===== src/rtl/uart_frame_decoder.sv =====
// Decodes SYNC/CMD/ADDR/LEN/payload/CHK frames from a UART byte stream into
// memory write requests and jump commands, with an additive checksum and an inter-byte timeout.
module uart_frame_decoder #(
    parameter logic [7:0]  SYNC_BYTE    = 8'hA5,
    parameter int unsigned TIMEOUT_CLKS = 100000
) (
    input  logic        i_Clock,
    input  logic        i_Reset,
    input  logic        i_Rx_DV,
    input  logic [7:0]  i_Rx_Byte,
    output logic        o_Wr_Valid,
    input  logic        i_Wr_Ready,
    output logic [31:0] o_Wr_Addr,
    output logic [7:0]  o_Wr_Data,
    output logic        o_Jump_Valid,
    output logic [31:0] o_Jump_Addr,
    output logic        o_Frame_Done,
    output logic        o_Frame_Err,
    output logic        o_Busy
);

    localparam logic [7:0]  CMD_WRITE = 8'h01;
    localparam logic [7:0]  CMD_JUMP  = 8'h02;
    // The gap counter reaches TIMEOUT_CLKS-1 on the same edge that aborts the frame.
    localparam logic [31:0] GAP_LIMIT = 32'(TIMEOUT_CLKS - 32'd2);

    typedef enum logic [2:0] {
        ST_IDLE    = 3'd0,
        ST_CMD     = 3'd1,
        ST_ADDR    = 3'd2,
        ST_LEN     = 3'd3,
        ST_PAYLOAD = 3'd4,
        ST_CHECK   = 3'd5
    } state_t;

    function automatic logic [7:0] sum8(input logic [7:0] acc, input logic [7:0] b);
        return acc + b;
    endfunction

    state_t      state_r, state_next_s;
    logic [7:0]  sum_r, sum_next_s;
    logic [31:0] addr_r;
    logic [7:0]  len_r;
    logic [7:0]  pay_cnt_r;
    logic [1:0]  addr_cnt_r;
    logic        jump_r;
    logic        overrun_r;
    logic [31:0] gap_r;
    logic        timeout_s, load_s, done_s, err_s, jump_s;
    logic        wr_valid_r, jump_valid_r, done_r, err_r, busy_r;
    logic [31:0] wr_addr_r, jump_addr_r;
    logic [7:0]  wr_data_r;

    // Next-state decode and frame verdict.
    always_comb begin
        state_next_s = state_r;
        done_s       = 1'b0;
        err_s        = 1'b0;
        jump_s       = 1'b0;
        sum_next_s   = sum8(sum_r, i_Rx_Byte);
        timeout_s    = (state_r != ST_IDLE) && !i_Rx_DV && (gap_r == GAP_LIMIT);
        load_s       = i_Rx_DV && (state_r == ST_PAYLOAD) && (!wr_valid_r || i_Wr_Ready);
        if (timeout_s) begin
            state_next_s = ST_IDLE;
            err_s        = 1'b1;
        end else if (i_Rx_DV) begin
            case (state_r)
                ST_IDLE: begin
                    if (i_Rx_Byte == SYNC_BYTE) state_next_s = ST_CMD;
                    else                        state_next_s = ST_IDLE;
                end
                ST_CMD: begin
                    if ((i_Rx_Byte == CMD_WRITE) || (i_Rx_Byte == CMD_JUMP)) begin
                        state_next_s = ST_ADDR;
                    end else begin
                        state_next_s = ST_IDLE;
                        err_s        = 1'b1;
                    end
                end
                ST_ADDR: begin
                    if (addr_cnt_r == 2'd3) state_next_s = ST_LEN;
                    else                    state_next_s = ST_ADDR;
                end
                ST_LEN: begin
                    if (!jump_r && (i_Rx_Byte != 8'd0)) state_next_s = ST_PAYLOAD;
                    else                                state_next_s = ST_CHECK;
                end
                ST_PAYLOAD: begin
                    if (pay_cnt_r == (len_r - 8'd1)) state_next_s = ST_CHECK;
                    else                             state_next_s = ST_PAYLOAD;
                end
                ST_CHECK: begin
                    state_next_s = ST_IDLE;
                    if ((sum_next_s == 8'd0) && !overrun_r && !(jump_r && (len_r != 8'd0))) begin
                        done_s = 1'b1;
                        jump_s = jump_r;
                    end else begin
                        err_s = 1'b1;
                    end
                end
                default: state_next_s = ST_IDLE;
            endcase
        end else begin
            state_next_s = state_r;
        end
    end

    // State register.
    always_ff @(posedge i_Clock or posedge i_Reset) begin
        if (i_Reset) state_r <= ST_IDLE;
        else         state_r <= state_next_s;
    end

    // Frame fields, running checksum and overrun flag.
    always_ff @(posedge i_Clock or posedge i_Reset) begin
        if (i_Reset) begin
            sum_r      <= 8'd0;
            addr_r     <= 32'd0;
            len_r      <= 8'd0;
            pay_cnt_r  <= 8'd0;
            addr_cnt_r <= 2'd0;
            jump_r     <= 1'b0;
            overrun_r  <= 1'b0;
        end else if (i_Rx_DV) begin
            case (state_r)
                ST_IDLE: begin
                    if (i_Rx_Byte == SYNC_BYTE) begin
                        sum_r      <= 8'd0;
                        pay_cnt_r  <= 8'd0;
                        addr_cnt_r <= 2'd0;
                        overrun_r  <= 1'b0;
                    end
                end
                ST_CMD: begin
                    sum_r  <= sum_next_s;
                    jump_r <= (i_Rx_Byte == CMD_JUMP);
                end
                ST_ADDR: begin
                    sum_r      <= sum_next_s;
                    addr_r     <= {i_Rx_Byte, addr_r[31:8]};
                    addr_cnt_r <= addr_cnt_r + 2'd1;
                end
                ST_LEN: begin
                    sum_r <= sum_next_s;
                    len_r <= i_Rx_Byte;
                end
                ST_PAYLOAD: begin
                    sum_r     <= sum_next_s;
                    pay_cnt_r <= pay_cnt_r + 8'd1;
                    if (!load_s) overrun_r <= 1'b1;
                end
                ST_CHECK: sum_r <= sum_next_s;
                default:  sum_r <= sum_r;
            endcase
        end
    end

    // Inter-byte gap counter; only meaningful outside IDLE.
    always_ff @(posedge i_Clock or posedge i_Reset) begin
        if (i_Reset)                             gap_r <= 32'd0;
        else if (i_Rx_DV || (state_r == ST_IDLE)) gap_r <= 32'd0;
        else                                     gap_r <= gap_r + 32'd1;
    end

    // Registered outputs; a pending write survives frame aborts but not reset.
    always_ff @(posedge i_Clock or posedge i_Reset) begin
        if (i_Reset) begin
            wr_valid_r   <= 1'b0;
            wr_addr_r    <= 32'd0;
            wr_data_r    <= 8'd0;
            jump_valid_r <= 1'b0;
            jump_addr_r  <= 32'd0;
            done_r       <= 1'b0;
            err_r        <= 1'b0;
            busy_r       <= 1'b0;
        end else begin
            done_r       <= done_s;
            err_r        <= err_s;
            jump_valid_r <= jump_s;
            busy_r       <= (state_next_s != ST_IDLE);
            if (jump_s) jump_addr_r <= addr_r;
            if (load_s) begin
                wr_valid_r <= 1'b1;
                wr_addr_r  <= addr_r + {24'd0, pay_cnt_r};
                wr_data_r  <= i_Rx_Byte;
            end else if (wr_valid_r && i_Wr_Ready) begin
                wr_valid_r <= 1'b0;
            end
        end
    end

    assign o_Wr_Valid   = wr_valid_r;
    assign o_Wr_Addr    = wr_addr_r;
    assign o_Wr_Data    = wr_data_r;
    assign o_Jump_Valid = jump_valid_r;
    assign o_Jump_Addr  = jump_addr_r;
    assign o_Frame_Done = done_r;
    assign o_Frame_Err  = err_r;
    assign o_Busy       = busy_r;

endmodule


===== config.mk =====
export PLATFORM = sky130hd
export DESIGN_NAME = uart_frame_decoder
export DESIGN_NICKNAME = d
export VERILOG_FILES = /design/src/rtl/uart_frame_decoder.sv
export SDC_FILE = /design/constraint.sdc
export NUM_CORES = 1
export LEC_CHECK = 0
export CORE_UTILIZATION = 52
export CTS_CLUSTER_DIAMETER = 60
export DETAILED_ROUTE_END_ITERATION = 16
export PLACE_DENSITY = 0.77
export SLEW_MARGIN = 5
export SYNTH_ARGS = -nofsm -noshare
export SYNTH_HDL_FRONTEND = slang
export SYNTH_SLANG_ARGS = --single-unit

===== constraint.sdc =====
create_clock -name i_Clock -period 5.7 [get_ports i_Clock]
set_clock_uncertainty 0.05 [all_clocks]
set_input_delay 0.855 -clock i_Clock [delete_from_list [all_inputs] [get_ports i_Clock]]
set_output_delay 0.855 -clock i_Clock [all_outputs]
set_load 0.1 [all_outputs]

=== Yosys cells after proc, flatten, opt, wreduce, memory -nomap -nowiden ===
Index checks and enable logic that the tools add are counted.

* Add/subtract/negate cells: 6
* Equality and inequality tests: 13
* Mux-type cells: 32
* Reduce and logical (&&, ||, !) cells: 35

{| class="wikitable"
|+ Operators with widths
! operator !! number
|-
| 32-bit by 1-bit adder with 32-bit output, second input constant || 1
|-
| 32-bit by 8-bit adder with 32-bit output || 1
|-
| 32-bit by 17-bit == test with 1-bit output, second input constant || 1
|-
| 32-bit two-way mux || 1
|-
| 8-bit one-hot mux with 2 select lines || 2
|-
| 1-bit two-way mux || 20
|-
| 8-bit nonzero test || 2
|-
| 3-bit one-hot mux with 5 select lines || 1
|-
| 1-bit logical AND || 9
|-
| 3-bit AND reduction || 3
|-
| 8-bit by 1-bit adder with 8-bit output, second input constant || 1
|-
| 8-bit adder || 1
|-
| 8-bit by 1-bit == test with 1-bit output, second input constant || 1
|-
| 8-bit by 2-bit == test with 1-bit output, second input constant || 1
|-
| 8-bit == test || 1
|-
| 8-bit == test, second input constant || 1
|-
| 8-bit logical NOT || 1
|-
| 8-bit two-way mux || 1
|-
| 2-bit nonzero test || 4
|-
| 8-bit by 1-bit subtractor with 8-bit output, second input constant || 1
|-
| 3-bit by 2-bit == test with 1-bit output, second input constant || 2
|-
| 3-bit == test, second input constant || 2
|-
| 3-bit two-way mux || 2
|-
| 2-bit AND reduction || 3
|-
| other kinds (13) || 23
|}

* Flip-flop bits (word level): 172
* Input bits: 12
* Output and inout bits: 77
* Logic and storage cells: 103

=== Depth between registers and ports, before layout ===
* Word-level depth: 8
* Depth in mapped cells: 10
* Gate-level depth less buffers: 9

=== Worst setup path before layout ===
OpenSTA, ideal clock, no wires.

* Kind: input-to-reg
* Start: input port i_Rx_Byte[0]
* End: register jump_addr_r[0], in the netlist o_Jump_Addr[0]
* Library setup time: 125 ps
* Data arrival time: 2844 ps
* Data required time: 5525 ps
* Setup slack: 2680 ps
* Stages on the path: 9
* Buffers on the path: 1
* Cell sequence: ha_1 fa_1 a211oi_1 nor2_1 xnor2_1 and3b_2 nand4_4 buf_6 mux2_4

* Word-level cells in the longest chain between the ends: 8

{| class="wikitable"
|+ RTL lines
! what !! RTL line !! RTL
|-
| start, declared || 10 || <nowiki>input logic [7:0] i_Rx_Byte,</nowiki>
|-
| 8-bit adder || 37 || <nowiki>return acc + b;</nowiki>
|-
| 8-bit logical NOT || 94 || <nowiki>if ((sum_next_s == 8'd0) && !overrun_r && !(jump_r && (len_r != 8'd0))) begin</nowiki>
|-
| 1-bit logical AND (2 in a row) || 94 ||
|-
| 1-bit two-way mux || 94 ||
|-
| 1-bit two-way mux || 67 || <nowiki>case (state_r)</nowiki>
|-
| 1-bit two-way mux || 66 || <nowiki>end else if (i_Rx_DV) begin</nowiki>
|-
| 1-bit two-way mux || 63 || <nowiki>if (timeout_s) begin</nowiki>
|-
| end signal, assigned || 181 || <nowiki>if (jump_s) jump_addr_r <= addr_r;</nowiki>
|-
| end, declared || 51 || <nowiki>logic [31:0] wr_addr_r, jump_addr_r;</nowiki>
|}

Every way passes these cells.
A chain may end at the register's enable or synchronous reset.

=== Worst setup path after layout ===
* Start: input port i_Rx_Byte[0]
* End: register jump_addr_r[2], in the netlist o_Jump_Addr[2]

Same word-level chain as after synthesis.

==> out/metrics.cfg <==
[global_route]
antenna_found_initial = 0
grt_pass1_wl_um = 32200
gr-total-overflow = 0
grt_start_max_net_pins = 117
grt_pass1_vias = 6333
grtUsageTotal = 0.244

[logic_synthesis]
async_reset_ff_frac = 1.00
synth-seq-area-share = 0.497
synth.cell_area_um2 = 8660
synth_cell_type_count = 53
synth_warnings = 0
netlist_instances = 831
synth-edff-count = 0
synth_flop_cell = dfrtp_1
synth_nets = 866
ys_seq_elements = 172
syn_area_per_cell_um2 = 10.4

[layout]
utilization = 0.639
fill_cells = 1303
diodes = 0
final_common_cell = dfrtp_1
layout-drive-gt1-share = 0.122
fin_nets = 941
syn_to_final_growth_pct = 18.5
final_cell_mix = dfrtp_1 (172), nand2_1 (100), clkdlybuf4s50_1 (88)

[run]
max_cap_viol_count = 0

[timing]
max_slew_margin = 0.125
fin_crit_ps = 4120
hold-worst-slack_ps = 428
rsz0062_at_grt = no
fmaxAchievable_mhz = 243
setup_tns_ps = 0
hold_viol = 0
setup_viol = 0
period_share = 0.722
maxSlewViolCount = 0
worst_slew_pin_slew_ps = 1310

[pwr]
p_clk_frac = 0.415
p_total_mw = 2.68
p_sw_uw = 734
power-per-cell-area_nw_per_um2 = 261
power.internal_mw = 1.95
ir_drop_mv = 0.213
combPwrFrac = 0.104
sw_frac_of_total = 0.274
p_seq_frac = 0.481
power_leakage_nw = 4.57

[clocking]
clock_path_buffers = 2
post-cts-setup-buffer-count = 0
clk_pin_slew_ps = 70
hold_buffers = 0
cts_root_buffer = clkbuf_16
clk_latency_ps = 440
cts_sinks = 172
cts_buffers = 17
cts_resized = 0
cts_tree = done
htree_levels = 4

[worst_setup_path]
cp.arrival_ps = 4390
worst-setup-path-type = in -> reg
cp-end-kind = flip-flop
worstPathRequired_ps = 5970
reg2reg_setup_slack_ps = 2290
crit_fanout = 32
start_kind = primary input

[place]
gp_congestion = 0.862
place_hpwl_um = 12900
port_buffers = 88

[floorplanning]
initial_core_util = 0.539
pin_count = 89
dieArea_um2 = 17200
fp.coreArea_um2 = 16100
die-width_um = 131
die_h_um = 131
fp-row-count = 46

[route]
route.antenna.remaining_nets = 0
drcViolationCount = 0
drt_iter0_markers = 376
viasPerCell = 5.72
post_drt_wl_per_cell_um = 16.8
route.vias.total = 6487
dr.pass1.iters = 4
drt-total-wl_um = 19000

[worst_hold_path]
hp-class = reg -> reg

[status]
status = completed

logic make-up after synthesis:
group / Yosys count / share of synthesized area
and+or+nand+nor: 308 / 0.178
DFF: 172 / 0.497
AOI/OAI and AO/OA: 139 / 0.0967
muxes: 71 / 0.105
buffers and inverters: 60 / 0.0292
xor gates and xnor gates: 58 / 0.0587
adders and majority gates: 23 / 0.0350
critical path: stages:
cell	delay (ps)
clkdlybuf4s50_1	570
ha_1	310
fa_1	410
a211oi_1	390
or4_1	180
nand4_1	120
nor2_1	270
nand4_4	690
mux2_4	550
area by class of cell:
type                       instances  area, um2  share of cell area
clock buffer                      19        443              0.0432
clock inverter                    13        118              0.0115
inverter                          24       95.1             0.00927
multi-input combinational        599       4100               0.400
sequential                       172       4300               0.420
tap                              216        270              0.0264
timing repair buffer              92        923              0.0900
flip-flops by register name, indices dropped and copies added (netlist names), 2 cells and up:
signal	cells
addr_cnt_r	2
sum_r	8
addr_r	32
pay_cnt_r	8
o_Wr_Data	8
gap_r	32
len_r	8
state_r	3
o_Wr_Addr	32
o_Jump_Addr	32
cell usage after synthesis, types with 5 or more instances:
cell,instances,area [um2]
nand2b_1,5,31.3
a211oi_1,11,82.6
or4_1,6,45.0
nor3_1,18,90.1
o31ai_1,10,75.1
nand2_1,101,379
a21oi_1,29,145
clkbuf_1,27,101
o21ai_0,50,250
xor2_1,23,201
nor3b_1,5,37.5
xnor2_1,35,307
nand3_1,27,135
mux2_2,39,439
a31oi_1,14,87.6
nor4_1,13,81.3
inv_1,24,90.1
nor2_1,62,233
nand4_1,19,119
or3_1,20,125
a21o_1,7,52.6
o21a_1,5,37.5
mux2_4,30,450
and3_1,13,81.3
ha_1,21,263
dfrtp_1,172,4300
worst paths after layout:
path	from	to	cells past startpoint
worst max-delay path	i_Rx_Byte[0]	o_Jump_Addr[2]$_DFFE_PP0P_	9
worst min-delay path	o_Wr_Addr[26]$_DFFE_PP0P_	o_Wr_Addr[26]$_DFFE_PP0P_	2
worst max register to register	sum_r[0]$_DFFE_PP0P_	o_Jump_Addr[2]$_DFFE_PP0P_	8
worst min register to register	o_Wr_Addr[26]$_DFFE_PP0P_	o_Wr_Addr[26]$_DFFE_PP0P_	2
max in group asynchronous	i_Reset	o_Wr_Addr[12]$_DFFE_PP0P_	3
min in group asynchronous	i_Reset	sum_r[4]$_DFFE_PP0P_	2
per-stage QoR:
stage	cells	setup slack, ps	area, um2
floorplan	831	135	8660
global placement	1103	1260	9700
detailed placement	1103	1220	9700
CTS	1135	1620	10300
global route	1135	1440	10300
finish	1135	1580	10300
routing by layer:
metal	up-vias	track usage	wire length, um
li1	3104	-	-
met3	29	0.0411	766
met5	-	0	0
met1	3198	0.331	8890
met4	0	0.0811	326
met2	156	0.398	9050
power by group through the flow:
stage | Sequential [mW] | Clock, mW | Combinational, mW
5_1_grt | 1.29 | 1.17 | 0.304
6_report | 1.29 | 1.11 | 0.278
3_5_place_dp | 1.31 | 0 | 0.281
4_1_cts | 1.29 | 1.13 | 0.282
2_1_floorplan | 1.40 | 0 | 0.111
3_3_place_gp | 1.31 | 0 | 0.275
Power figures use the tool's default switching activity.
